File: config.mk
export PLATFORM = sky130hd
export DESIGN_NAME = gpio_edge_irq
export DESIGN_NICKNAME = d
export VERILOG_FILES = /design/src/rtl/gpio_pkg.sv /design/src/rtl/gpio_debounce_bit.sv /design/src/rtl/gpio_edge_irq.sv
export SDC_FILE = /design/constraint.sdc
export NUM_CORES = 1
export LEC_CHECK = 0
export ABC_CLOCK_PERIOD_IN_PS = 2400
export BUFFER_PORTS_ARGS = -buffer_cell sky130_fd_sc_hd__buf_4
export CORE_ASPECT_RATIO = 0.6
export CORE_MARGIN = 1
export CORE_UTILIZATION = 55
export CTS_CLUSTER_DIAMETER = 30
export CTS_CLUSTER_SIZE = 10
export DETAILED_ROUTE_END_ITERATION = 10
export HOLD_SLACK_MARGIN = 0.15
export PLACE_DENSITY = 0.84
export SYNTH_ARGS = -nofsm -noshare
export SYNTH_HDL_FRONTEND = slang
export SYNTH_SLANG_ARGS = --single-unit
File: constraint.sdc
create_clock -name clk -period 2.4 [get_ports clk]
set_input_delay 0.48 -clock clk [delete_from_list [all_inputs] [get_ports clk]]
set_output_delay 0.48 -clock clk [all_outputs]
set_load 0.005 [all_outputs]
File: src/rtl/gpio_pkg.sv
`default_nettype none
// ============================================================================
// Module      : gpio_pkg
// Description : Register offsets and defaults for the GPIO edge-interrupt
//               stage. Offsets are relative to BASE+OFFSET.
// Revision    : 1.0 - initial release
// ============================================================================
package gpio_pkg;

    // Default debounce counter / threshold width
    localparam int GPIO_CNT_W = 8;

    // Write-side register offsets
    localparam logic [31:0] EN_CLR   = 32'h0000_0000;
    localparam logic [31:0] EN_SET   = 32'h0000_0004;
    localparam logic [31:0] RISE_CLR = 32'h0000_0008;
    localparam logic [31:0] RISE_SET = 32'h0000_000C;
    localparam logic [31:0] FALL_CLR = 32'h0000_0010;
    localparam logic [31:0] FALL_SET = 32'h0000_0014;
    localparam logic [31:0] PEND_W1C = 32'h0000_0018;
    localparam logic [31:0] THR      = 32'h0000_001C;

    // Read-side register offsets
    localparam logic [31:0] PEND_RD  = 32'h0000_0020;
    localparam logic [31:0] FILT_RD  = 32'h0000_0024;
    localparam logic [31:0] THR_RD   = 32'h0000_0028;
    localparam logic [31:0] EN_RD    = 32'h0000_002C;

endpackage
`default_nettype wire

File: src/rtl/gpio_debounce_bit.sv
`default_nettype none
// ============================================================================
// Module      : gpio_debounce_bit
// Description : One pin: two-flop synchroniser followed by a mismatch counter
//               that only accepts a new level after it has been seen for
//               thr+1 consecutive cycles.
// Revision    : 1.0 - initial release
// ============================================================================
module gpio_debounce_bit
    import gpio_pkg::*;
#(
    parameter int CNT_W = GPIO_CNT_W
) (
    input  logic             clk,
    input  logic             rst,
    input  logic             i_pin,
    input  logic [CNT_W-1:0] i_thr,
    output logic             o_filt
);

    logic             r_sync1;
    logic             r_sync2;
    logic [CNT_W-1:0] r_cnt;
    logic             r_filt;

    // Synchronise the raw pin and debounce it against the current threshold
    always_ff @(posedge clk) begin
        if (rst) begin
            r_sync1 <= 1'b0;
            r_sync2 <= 1'b0;
            r_cnt   <= '0;
            r_filt  <= 1'b0;
        end else begin
            r_sync1 <= i_pin;
            r_sync2 <= r_sync1;
            if (r_sync2 == r_filt) begin
                r_cnt <= '0;
            end else if (r_cnt >= i_thr) begin
                // >= so a threshold lowered mid-count releases immediately
                r_filt <= r_sync2;
                r_cnt  <= '0;
            end else if (r_cnt != '1) begin
                r_cnt <= r_cnt + CNT_W'(1);
            end
        end
    end

    assign o_filt = r_filt;

endmodule
`default_nettype wire

File: src/rtl/gpio_edge_irq.sv
`default_nettype none
// ============================================================================
// Module      : gpio_edge_irq
// Description : GPIO input conditioning and interrupt stage. Debounced pins
//               are edge-detected, edges latch into a pending register and
//               enabled pending bits raise a single level interrupt.
// Revision    : 1.0 - initial release
// ============================================================================
module gpio_edge_irq
    import gpio_pkg::*;
#(
    parameter logic [31:0] BASE   = 32'h8003_0000,
    parameter logic [31:0] OFFSET = 32'h0000_0100,
    parameter int          B0_BW  = 8,
    parameter int          CNT_W  = GPIO_CNT_W
) (
    input  logic             clk,
    input  logic             c_sys_rst,
    input  logic [B0_BW-1:0] b0_data_in,
    input  logic             ic0_c_axi_mst_wr_valid,
    input  logic             ic0_c_axi_mst_rd_valid,
    input  logic [31:0]      ic0_axi_mst_wr_addr,
    input  logic [31:0]      ic0_axi_mst_wr_data,
    input  logic [31:0]      ic0_axi_mst_rd_addr,
    output logic             ic0_c_axi_slv_rd_ready_1,
    output logic [31:0]      ic0_axi_slv_rd_data_1,
    output logic             irq_o
);

    localparam logic [31:0] c_base = BASE + OFFSET;

    logic [B0_BW-1:0] r_en;
    logic [B0_BW-1:0] r_rise_en;
    logic [B0_BW-1:0] r_fall_en;
    logic [B0_BW-1:0] r_pend;
    logic [B0_BW-1:0] r_filt_d;
    logic [CNT_W-1:0] r_thr;
    logic             r_irq;

    logic [B0_BW-1:0] w_filt;
    logic [B0_BW-1:0] w_rise;
    logic [B0_BW-1:0] w_fall;
    logic [B0_BW-1:0] w_wdata;
    logic [B0_BW-1:0] w_w1c;
    logic             w_unused_wdata;

    // Only the low bits of write data reach the pin-wide registers
    assign w_wdata        = ic0_axi_mst_wr_data[B0_BW-1:0];
    assign w_unused_wdata = ^ic0_axi_mst_wr_data;

    // One debouncer per pin
    for (genvar gi = 0; gi < B0_BW; gi++) begin : g_bit
        gpio_debounce_bit #(
            .CNT_W (CNT_W)
        ) u_debounce (
            .clk    (clk),
            .rst    (c_sys_rst),
            .i_pin  (b0_data_in[gi]),
            .i_thr  (r_thr),
            .o_filt (w_filt[gi])
        );
    end

    assign w_rise = w_filt & ~r_filt_d;
    assign w_fall = ~w_filt & r_filt_d;

    // Write-one-to-clear mask for the pending register
    always_comb begin
        w_w1c = '0;
        if (ic0_c_axi_mst_wr_valid && (ic0_axi_mst_wr_addr == c_base + PEND_W1C)) begin
            w_w1c = w_wdata;
        end
    end

    // Register file, edge history, pending capture and interrupt output
    always_ff @(posedge clk) begin
        if (c_sys_rst) begin
            r_en      <= '0;
            r_rise_en <= '0;
            r_fall_en <= '0;
            r_pend    <= '0;
            r_filt_d  <= '0;
            r_thr     <= '0;
            r_irq     <= 1'b0;
        end else begin
            if (ic0_c_axi_mst_wr_valid) begin
                case (ic0_axi_mst_wr_addr)
                    c_base + EN_CLR:   r_en      <= r_en & ~w_wdata;
                    c_base + EN_SET:   r_en      <= r_en | w_wdata;
                    c_base + RISE_CLR: r_rise_en <= r_rise_en & ~w_wdata;
                    c_base + RISE_SET: r_rise_en <= r_rise_en | w_wdata;
                    c_base + FALL_CLR: r_fall_en <= r_fall_en & ~w_wdata;
                    c_base + FALL_SET: r_fall_en <= r_fall_en | w_wdata;
                    c_base + THR:      r_thr     <= ic0_axi_mst_wr_data[CNT_W-1:0];
                    default: ;
                endcase
            end
            r_filt_d <= w_filt;
            // New edges are OR-ed in after the clear, so a same-cycle set wins
            r_pend   <= (r_pend & ~w_w1c) | (w_rise & r_rise_en) | (w_fall & r_fall_en);
            r_irq    <= |(r_pend & r_en);
        end
    end

    assign irq_o = r_irq;

    // Zero-wait-state read decode
    always_comb begin
        ic0_c_axi_slv_rd_ready_1 = 1'b0;
        ic0_axi_slv_rd_data_1    = 'x;
        if (ic0_c_axi_mst_rd_valid) begin
            case (ic0_axi_mst_rd_addr)
                c_base + PEND_RD: begin
                    ic0_c_axi_slv_rd_ready_1 = 1'b1;
                    ic0_axi_slv_rd_data_1    = 32'(r_pend);
                end
                c_base + FILT_RD: begin
                    ic0_c_axi_slv_rd_ready_1 = 1'b1;
                    ic0_axi_slv_rd_data_1    = 32'(w_filt);
                end
                c_base + THR_RD: begin
                    ic0_c_axi_slv_rd_ready_1 = 1'b1;
                    ic0_axi_slv_rd_data_1    = 32'(r_thr);
                end
                c_base + EN_RD: begin
                    ic0_c_axi_slv_rd_ready_1 = 1'b1;
                    ic0_axi_slv_rd_data_1    = 32'(r_en);
                end
                default: ;
            endcase
        end
    end

endmodule
`default_nettype wire
==> flow_summary.ini <==
[clock_network]
clk_latency_ps = 420
clkTransAtPathRegs_ps = 60
numCtsBuffers = 17
holdBufCountCts = 0
clockRootBuffer = clkbuf_16
cts_max_level = 4
cts.path.max_buffers = 2
cts_tree = yes
clock-sinks = 137

[synth]
ys_seq_elements = 137
syn_area_sq_um = 7840
ys_seq_area_frac = 0.3498
synth_top_area_cell = dfxtp_1
synth_edf_count = 0
async_flop_share = 0
syn_inst = 867
synth_area_leaders = dfxtp_1 35%, ha_1 11%, nor2_1 4.3%, and3_1 3.2%, mux2i_1 3.1%
synth_ff_type = dfxtp_1
syn_area_per_cell_sq_um = 9.043
yosysUniqueCellTypes = 56
yosys_warnings = 0
yosys.area.top_type_share = 0.3498

[placement]
dp.cells = 1148
placed_area_sq_um = 8827
gp_congestion = 0.8864
detailed_place_hpwl_mm = 14.07
io_buffers = 93

[timing]
hold_violations = 0
fmax_mhz = 408.7
period_share = 1.019
setup_violations = 6
rsz0062_at_grt = yes
clock_skew_ps = 9.434
maxSlewViolCount = 0
fin_ws_ps = -46.76
hold_ws_ps = 266.5
relSlewSlack = 0.5393
worst_pin_slew_ps = 691.1
period_needed_ps = 2447

[cells_and_area]
layout.cells.non_filler = 1185
final_layout_size_suffix_gt1_frac = 0.2216
antennaDiodeCount = 0
fin_nets = 1160
final_common_cell = dfxtp_1
final_cell_mix = 135 x dfxtp_1, 113 x buf_4, 89 x nor2_1
area_growth_syn_to_layout_pct = 24.10
final_cell_area_sq_um = 9729
nFillCells = 1016

[drt]
avgViaCountPerCell = 5.938
drc = 0
drt_iter0_drc = 582
dr_total_vias = 7037
first_pass_iters = 7
wl_mm = 20.84
routedWlPerCell_um = 17.58
detail-route-antenna-nets = 0

[floorplan]
initial_utilization = 0.5685
die_w_um = 156.1
ioPinCount = 142
chipHeight_um = 94.48
coreArea_sq_um = 13790
row_count = 33
dieArea_sq_um = 14750

[global_route]
grt_max_degree = 65
antenna_found_initial = 0
grt_first_pass_wirelength_mm = 32.17
overflow = 0
grt_pass1_vias = 6509
track_usage = 0.2810

[critical_path]
worstSetupPathType = in -> out
cp_common_cell = buf_4
path_cells = buf_4 -> nor4b_4 -> nand4_1 -> nor2_2 -> buf_6 -> buf_12 -> o2111ai_2 -> o211ai_1 -> buf_4
crit_buf_inv = 4
worst_path_dominant_cell_family = simple AND/OR/NAND/NOR gates
path_max_fanout = 6
r2r_cells = 8
cpPeakStageDelay_ps = 270
cp.required_ps = 1920
r2r_end = g_bit[0].u_debounce.r_cnt[4]
r2r_slack_ps = 20
critPathArrivalTime_ps = 1970
worstSetupStartpointType = primary input
cp_slowest_cell = nor4b_4
cp-end-kind = output pin
r2r_start = r_thr[5]

[worst_hold_path]
min_path_type = in -> reg
holdPathEnd = g_bit[6].u_debounce.r_sync1
hp-start = b0_data_in[6]
min_path_cells = 2

[flow_run]
cap_violations = 0

[outcome]
violations = setup timing
status = finished with violations

[power]
ir_worst_vdd_uv = 403.1
power.density_nw_per_um2 = 543.9
total_leakage_power_nw = 4.021
total_power_mw = 5.291
worst max-delay path by stage:
stage,startpoint,endpoint,slack (ps),cells past startpoint
floorplan,ic0_axi_mst_rd_addr[9],ic0_axi_slv_rd_data_1[6],60,6
global placement,ic0_axi_mst_rd_addr[9],ic0_axi_slv_rd_data_1[0],10,8
detailed placement,ic0_axi_mst_rd_addr[20],ic0_axi_slv_rd_data_1[0],-40,8
CTS,ic0_axi_mst_rd_addr[20],ic0_axi_slv_rd_data_1[0],4,8
global route,ic0_axi_mst_rd_addr[24],ic0_axi_slv_rd_data_1[6],-100,9
finish,ic0_axi_mst_rd_addr[19],ic0_axi_slv_rd_data_1[6],-50,9
layout make-up:
type | count | area, sq um | share of cell area
clock buffers | 17 | 425.4 | 0.04372
clock inverters | 15 | 188.9 | 0.01942
inverters | 29 | 116.4 | 0.01196
multi-input cells | 669 | 4972 | 0.5111
flip-flops and latches | 137 | 2745 | 0.2821
well taps | 192 | 240.2 | 0.02469
repair buffers | 126 | 1041 | 0.1070
routing by layer:
layer	vias to the layer above	wire length, um	GRT usage
met2	336	9251	0.4304
li1	3372	-	-
met5	-	0	0
met4	0	340	0.09886
met3	40	1988	0.06333
met1	3289	9255	0.3882
metrics by stage:
stage / TNS [ps] / util / worst slack (ps)
2_1_floorplan: 0 / - / 62.87
3_3_place_gp: 0 / 0.6401 / 12.74
3_5_place_dp: -73.42 / 0.6401 / -40.94
4_1_cts: 0 / 0.6871 / 4.003
5_1_grt: -477.3 / 0.7055 / -102.8
6_report: -158.2 / 0.7055 / -46.76
power by group:
part	leakage (nW)	internal [mW]	total [mW]	switching, mW
Sequential	1.11	2.29	2.31	0.0144
Clock	0.295	1.65	2.72	1.07
Combinational	2.62	0.132	0.263	0.131
synthesized netlist by cell type, types with 16 or more instances:
cell        n
nand4_1    16
mux2i_1    24
xnor2_1    20
o21ai_0    23
and3_1     40
dfxtp_1   137
ha_1       72
nor2b_1    31
clkbuf_1   30
nand2b_1   17
a21oi_1    16
buf_4      24
nor2_1     90
inv_1      29
nand3_1    42
a21boi_0   16
nand2_1    42
repair_timing:
action	4_1_cts	5_1_grt
endpoints found under the setup margin	8	30
cloned	0	1
pin swaps	1	15
gates resized for setup	7	42
setup buffers	0	4
logic make-up after synthesis:
logic type,after synthesis,synth area share
adders and majority gates,72,0.1149
and+or+nand+nor,342,0.2507
other,1,0.0004783
buffers and inverters,84,0.05187
DFF,137,0.3498
AOI/OAI and AO/OA,177,0.1677
muxes,25,0.03208
xor gates and xnor gates,29,0.03240
No activity file was read; power rests on OpenSTA's default activity.
